[src/rtl/fb_pkg.sv]
// Shared framebuffer constants, state encoding and pixel payload type.
package fb_pkg;

  localparam int unsigned H_RES     = 320;
  localparam int unsigned V_RES     = 240;
  localparam int unsigned FB_PIXELS = H_RES * V_RES;
  localparam int unsigned ADDR_W    = 17;
  localparam int unsigned COLOR_W   = 12;
  localparam int unsigned X_W       = 9;
  localparam int unsigned Y_W       = 8;
  localparam int unsigned PIX_W     = ADDR_W + COLOR_W;

  typedef enum logic [1:0] {
    ST_IDLE       = 2'd0,
    ST_CLEAR_WAIT = 2'd1,
    ST_CLEAR      = 2'd2,
    ST_CLEAR_DONE = 2'd3
  } state_t;

  typedef struct packed {
    logic [ADDR_W-1:0]  addr;
    logic [COLOR_W-1:0] color;
  } pix_t;

  // Row stride of 320 expressed as y*256 + y*64, computed at full address width.
  function automatic logic [ADDR_W-1:0] pix_addr(input logic [X_W-1:0] x,
                                                 input logic [Y_W-1:0] y);
    return (ADDR_W'(y) << 8) + (ADDR_W'(y) << 6) + ADDR_W'(x);
  endfunction

endpackage

[src/rtl/pixel_fifo.sv]
// Small synchronous FIFO buffering accepted pixels ahead of the framebuffer port.
module pixel_fifo #(
  parameter int unsigned WIDTH = 29,
  parameter int unsigned DEPTH = 4
) (
  input  logic                           clk,
  input  logic                           reset,
  input  logic                           push,
  input  logic [WIDTH-1:0]               push_data,
  input  logic                           pop,
  output logic [WIDTH-1:0]               head,
  output logic [$clog2(DEPTH+1)-1:0]     count,
  output logic                           full,
  output logic                           empty
);

  localparam int unsigned PTR_W = (DEPTH > 1) ? $clog2(DEPTH) : 1;
  localparam int unsigned CNT_W = $clog2(DEPTH + 1);

  logic [WIDTH-1:0] r_mem [DEPTH];
  logic [PTR_W-1:0] r_wr_ptr;
  logic [PTR_W-1:0] r_rd_ptr;
  logic [CNT_W-1:0] r_count;
  logic             w_do_push;
  logic             w_do_pop;

  function automatic logic [PTR_W-1:0] ptr_next(input logic [PTR_W-1:0] p);
    return (p == PTR_W'(DEPTH - 1)) ? '0 : p + PTR_W'(1);
  endfunction

  assign full      = (r_count == CNT_W'(DEPTH));
  assign empty     = (r_count == '0);
  assign count     = r_count;
  assign head      = r_mem[r_rd_ptr];
  assign w_do_push = push && !full;
  assign w_do_pop  = pop && !empty;

  always_ff @(posedge clk) begin
    if (w_do_push) begin
      r_mem[r_wr_ptr] <= push_data;
    end
  end

  always_ff @(posedge clk or posedge reset) begin
    if (reset) begin
      r_wr_ptr <= '0;
      r_rd_ptr <= '0;
      r_count  <= '0;
    end else begin
      if (w_do_push) r_wr_ptr <= ptr_next(r_wr_ptr);
      if (w_do_pop)  r_rd_ptr <= ptr_next(r_rd_ptr);
      case ({w_do_push, w_do_pop})
        2'b10:   r_count <= r_count + CNT_W'(1);
        2'b01:   r_count <= r_count - CNT_W'(1);
        default: r_count <= r_count;
      endcase
    end
  end

endmodule

[src/rtl/fb_pixel_writer.sv]
// Buffers draw-module pixels into framebuffer writes and performs full-screen fills.
module fb_pixel_writer
  import fb_pkg::*;
#(
  parameter int unsigned H_RES      = fb_pkg::H_RES,
  parameter int unsigned V_RES      = fb_pkg::V_RES,
  parameter int unsigned FIFO_DEPTH = 4
) (
  input  logic               clk,
  input  logic               reset,
  input  logic [X_W-1:0]     X_in,
  input  logic [Y_W-1:0]     Y_in,
  input  logic [COLOR_W-1:0] Color_in,
  input  logic               writeEn_in,
  input  logic               clear_req,
  input  logic [COLOR_W-1:0] clear_color,
  input  logic               fb_ready,
  output logic [ADDR_W-1:0]  fb_addr,
  output logic [COLOR_W-1:0] fb_data,
  output logic               fb_we,
  output logic               sink_full,
  output logic               overflow,
  output logic               clear_done,
  output logic               busy
);

  localparam int unsigned      CNT_W     = $clog2(FIFO_DEPTH + 1);
  localparam logic [ADDR_W-1:0] FILL_LAST = ADDR_W'(H_RES * V_RES - 1);

  state_t             r_state;
  logic [ADDR_W-1:0]  r_fill;
  logic [COLOR_W-1:0] r_clear_color;
  logic               r_overflow;

  pix_t               w_push_pix;
  pix_t               w_head;
  logic [CNT_W-1:0]   w_count;
  logic               w_full;
  logic               w_empty;
  logic               w_in_range;
  logic               w_pixel_ok;
  logic               w_push;
  logic               w_drain;
  logic               w_pop;

  assign w_in_range = (32'(X_in) < H_RES) && (32'(Y_in) < V_RES);
  assign w_pixel_ok = (r_state == ST_IDLE) && writeEn_in && w_in_range;
  // Fullness is the pre-edge value, so a simultaneous pop never makes room.
  assign w_push     = w_pixel_ok && !w_full;
  assign w_drain    = ((r_state == ST_IDLE) || (r_state == ST_CLEAR_WAIT)) && !w_empty;
  assign w_pop      = w_drain && fb_ready;
  assign w_push_pix = '{addr: pix_addr(X_in, Y_in), color: Color_in};

  pixel_fifo #(
    .WIDTH (PIX_W),
    .DEPTH (FIFO_DEPTH)
  ) u_fifo (
    .clk       (clk),
    .reset     (reset),
    .push      (w_push),
    .push_data (w_push_pix),
    .pop       (w_pop),
    .head      (w_head),
    .count     (w_count),
    .full      (w_full),
    .empty     (w_empty)
  );

  // Framebuffer port: queued pixels take priority, fill writes only in CLEAR.
  always_comb begin
    fb_we   = 1'b0;
    fb_addr = '0;
    fb_data = '0;
    if (w_drain) begin
      fb_we   = 1'b1;
      fb_addr = w_head.addr;
      fb_data = w_head.color;
    end else if (r_state == ST_CLEAR) begin
      fb_we   = 1'b1;
      fb_addr = r_fill;
      fb_data = r_clear_color;
    end
  end

  assign sink_full  = (w_count == CNT_W'(FIFO_DEPTH));
  assign overflow   = r_overflow;
  assign clear_done = (r_state == ST_CLEAR_DONE);
  assign busy       = (r_state != ST_IDLE) || !w_empty;

  always_ff @(posedge clk or posedge reset) begin
    if (reset) begin
      r_state       <= ST_IDLE;
      r_fill        <= '0;
      r_clear_color <= '0;
      r_overflow    <= 1'b0;
    end else begin
      if (w_pixel_ok && w_full) r_overflow <= 1'b1;
      case (r_state)
        ST_IDLE: begin
          if (clear_req) begin
            r_state       <= ST_CLEAR_WAIT;
            r_clear_color <= clear_color;
          end
        end
        ST_CLEAR_WAIT: begin
          if (w_empty) r_state <= ST_CLEAR;
        end
        ST_CLEAR: begin
          if (fb_ready) begin
            if (r_fill == FILL_LAST) r_state <= ST_CLEAR_DONE;
            else                     r_fill  <= r_fill + ADDR_W'(1);
          end
        end
        ST_CLEAR_DONE: begin
          r_fill  <= '0;
          r_state <= ST_IDLE;
        end
        default: r_state <= ST_IDLE;
      endcase
    end
  end

endmodule

[config.mk]
export PLATFORM = sky130hd
export DESIGN_NAME = fb_pixel_writer
export DESIGN_NICKNAME = d
export VERILOG_FILES = /design/src/rtl/fb_pkg.sv /design/src/rtl/pixel_fifo.sv /design/src/rtl/fb_pixel_writer.sv
export SDC_FILE = /design/constraint.sdc
export NUM_CORES = 1
export LEC_CHECK = 0
export CORE_MARGIN = 1
export CORE_UTILIZATION = 57
export CTS_CLUSTER_DIAMETER = 60
export DETAILED_ROUTE_END_ITERATION = 10
export PLACE_DENSITY = 0.79
export SLEW_MARGIN = 20
export SYNTH_ARGS = -nofsm -noshare
export SYNTH_HDL_FRONTEND = slang
export SYNTH_HIERARCHICAL = 1
export SYNTH_SLANG_ARGS = --single-unit
[constraint.sdc]
create_clock -name clk -period 3.12 [get_ports clk]
set_input_delay 0.312 -clock clk [delete_from_list [all_inputs] [get_ports clk]]
set_output_delay 0.312 -clock clk [all_outputs]
set_load 0.05 [all_outputs]
==> flow_summary.yaml <==
route:
  wl_um: 15800
  wl_per_cell_um: 20.3
  drt_iter0_markers: 445
  route.met3.wl_um: 1150
  wl_met1_um: 6460
  vias: 4714
  first_pass_iters: 5
  ant_nets: 0
  met2_length_um: 7910
  viasPerCell: 6.07
  topRoutingLayerUsed: "met4"
  drc_errors: 0
global_route:
  grt_pass1_vias: 4666
  gr-total-overflow: 0
  grt_pass1_wl_um: 24900
  grt_max_degree: 59
  grt_util_all_layers_pct: 26.0
  antenna_found_initial: 0
logic_synthesis:
  yosys-top-cells-area: "edfxtp_1 48%, dfrtp_1 13%, mux4_2 8.7%"
  synthArstFlopShare_pct: 25.2
  synth_top_family_by_area: "multiplexers"
  synth_cell_types: 62
  ys_seq_area_share_pct: 61.4
  netlist_area_um2: 7270
  syn_avg_cell_area_um2: 14.3
  synth.top_cell.area_share_pct: 47.9
  ys_ff_latch: 155
  synth_cells: 507
  syn-num-nets: 582
  synth_fa_ha_area_share_pct: 5.30
  ys.flop_type: "edfxtp_1"
  synth_xor_area_share_pct: 1.21
  ys_warn_count: 6
  synth_simple_gate_area_share_pct: 9.12
  synth_top_area_cell: "edfxtp_1"
  synth_compound_area_share_pct: 7.61
  synthMuxAreaShare_pct: 12.5
  synth_edf_count: 116
setup_path:
  rr_startpoint: "r_state[0]$_DFFE_PP0P_"
  crit_fanout: 58
  worstSetupPathType: "flop to output port"
  critical_path_required_ns: 2.81
  endpoint_kind: "output port"
  startpoint_type: "flop"
  worstPathArrival_ns: 2.58
  cp-startpoint: "r_state[0]$_DFFE_PP0P_"
pwr:
  p_leak_nw: 3.39
  p_switching_w: 0.00379
  total_power_w: 0.00981
  seqPwrFrac_pct: 28.9
  pwr-share-clk_pct: 22.0
  p_comb_share_pct: 49.2
  p_int_w: 0.00602
  ir_drop_v: 0.000590
  power_density_nw_per_um2: 1060
  swShare_pct: 38.6
cts:
  cts_max_level: 4
  clk_path_buf_depth: 2
  cts_buffers: 17
  hold_buffers: 0
  root_buffer: "clkbuf_16"
  clk_pin_slew_ns: 0.06
  cts_resized: 0
  postCtsSetupBuffers: 0
  tritoncts: "done"
  cts_sinks: 155
  insertion_delay_ns: 0.42
floorplan:
  core_area_um2: 12200
  die_area_um2: 13200
  initial_core_util_pct: 59.5
  fp.dieH_um: 115
  die_w_um: 115
  rows: 40
  io_pins: 80
timing:
  fin_crit_sh_pct: 92.6
  fmax_ghz: 0.346
  tns_ns: 0
  rsz0062_at_grt: "false"
  maxSlewViolCount: 0
  hold_viol: 0
  worst_slew_pin_slew_ns: 0.711
  setup_violations: 0
  maxSlewHeadroom_pct: 52.5
  period_needed_ns: 2.89
  clock_skew_ns: 0.00985
placement:
  placement.cell_area_um2: 8620
  port_buffers: 79
  hpwl_um: 10600
  gp_congestion: 0.835
outcome:
  status: "complete, no violations"
final_layout:
  final_nets: 671
  drive_gt1_share_pct: 21.7
  area_growth_pct: 27.0
  layout_commonest_cell: "edfxtp_1"
  final_cell_mix: "116 x edfxtp_1, 70 x nand2_1, 49 x clkdlybuf4s50_1"
  design_area_um2: 9230
  antenna_cells: 0
min_path:
  min_path_type: "input pin to async pin"
run:
  maxCapViolCount: 0
## metal layers
layer	vias up	global-route usage [%]
li1	2113	-
met1	2353	34.6
met2	225	42.0
met3	23	6.27
met4	0	9.26
met5	-	0
## worst max-delay path, stage by stage (launching register included)
cell and delay, ns:
dfrtp_1 0.41, inv_1 0.12, ha_1 0.38, nor2_1 0.14, nor2_4 0.10, buf_4 0.44, o21ai_0 0.32, buf_12 0.23
## per-stage QoR
step | hold WS [ns] | utilization [%] | setup WS, ns | cells
2_1_floorplan | 0.115 | - | 0.254 | 507
6_report | 0.140 | 75.6 | 0.231 | 777
3_5_place_dp | 0.473 | 70.6 | 0.0270 | 745
3_3_place_gp | 0.455 | 70.6 | 0.0808 | 745
5_1_grt | 0.182 | 75.6 | 0.0555 | 777
4_1_cts | 0.145 | 75.6 | 0.235 | 777
## logic make-up (layout without fill, tap and decap cells)
family                   after synthesis  in the layout
buffers and inverters                 50            152
AND/OR/NAND/NOR                      128            128
multiplexers                          51             51
AO/OA/AOI/OAI                         84             84
flip-flops                           155            155
XOR/XNOR                              10             10
adder cells (fa/ha/maj)               29             29
## final timing paths
path | to | slack, ns | cells after the start
setup / recovery | fb_addr[15] | 0.23 | 7
hold / removal | u_fifo/count[1]$_DFFE_PP0P_ | 0.14 | 2
setup reg to reg | u_fifo/count[2]$_DFFE_PP0P_ | 0.42 | 13
hold reg to reg | overflow$_DFFE_PP0P_ | 0.49 | 1
max in group asynchronous | r_clear_color[2]$_DFFE_PP0P_ | 2.45 | 3
min in group clk | overflow$_DFFE_PP0P_ | 0.49 | 1
## cells in the mapped netlist (3+ instances only)
library cell / number
o41ai_1: 3
buf_6: 3
nand2_1: 70
a41oi_1: 7
o211ai_1: 3
o31ai_1: 4
dfrtp_1: 39
inv_1: 27
fa_1: 3
mux4_2: 28
and2_2: 4
and2_1: 3
nor2b_1: 3
mux2_2: 16
a21oi_1: 5
clkbuf_1: 18
nand4_1: 3
nand3_1: 8
o21ai_0: 37
o221ai_1: 5
xnor2_1: 8
a31oi_1: 5
edfxtp_1: 116
ha_1: 26
mux2i_1: 3
nor2_1: 14
## cell type report
class                           instances  area [um2]
Sequential cell                       155        4460
Fill cell                             727        2980
Multi-Input combinational cell        302        2610
Timing Repair Buffer                   93        1250
Clock buffer                           22         444
Tap cell                              168         210
Clock inverter                         10         166
Inverter                               27         101
## power by group through the flow
stage          sequential, W  clock, W  combinational, W
2_1_floorplan        0.00277         0           0.00291
3_3_place_gp         0.00283         0           0.00473
3_5_place_dp         0.00286         0           0.00482
4_1_cts              0.00283   0.00217           0.00485
5_1_grt              0.00287   0.00225           0.00509
6_report             0.00283   0.00215           0.00482
## state kept, by name (all words and copies together) (netlist names)
register,flops
overflow,1
u_fifo/r_mem,116
r_fill,17
r_clear_color,12
u_fifo/r_wr_ptr,2
u_fifo/r_rd_ptr,2
u_fifo/count,3
r_state,2
No activity file was read; power rests on OpenSTA's default activity.
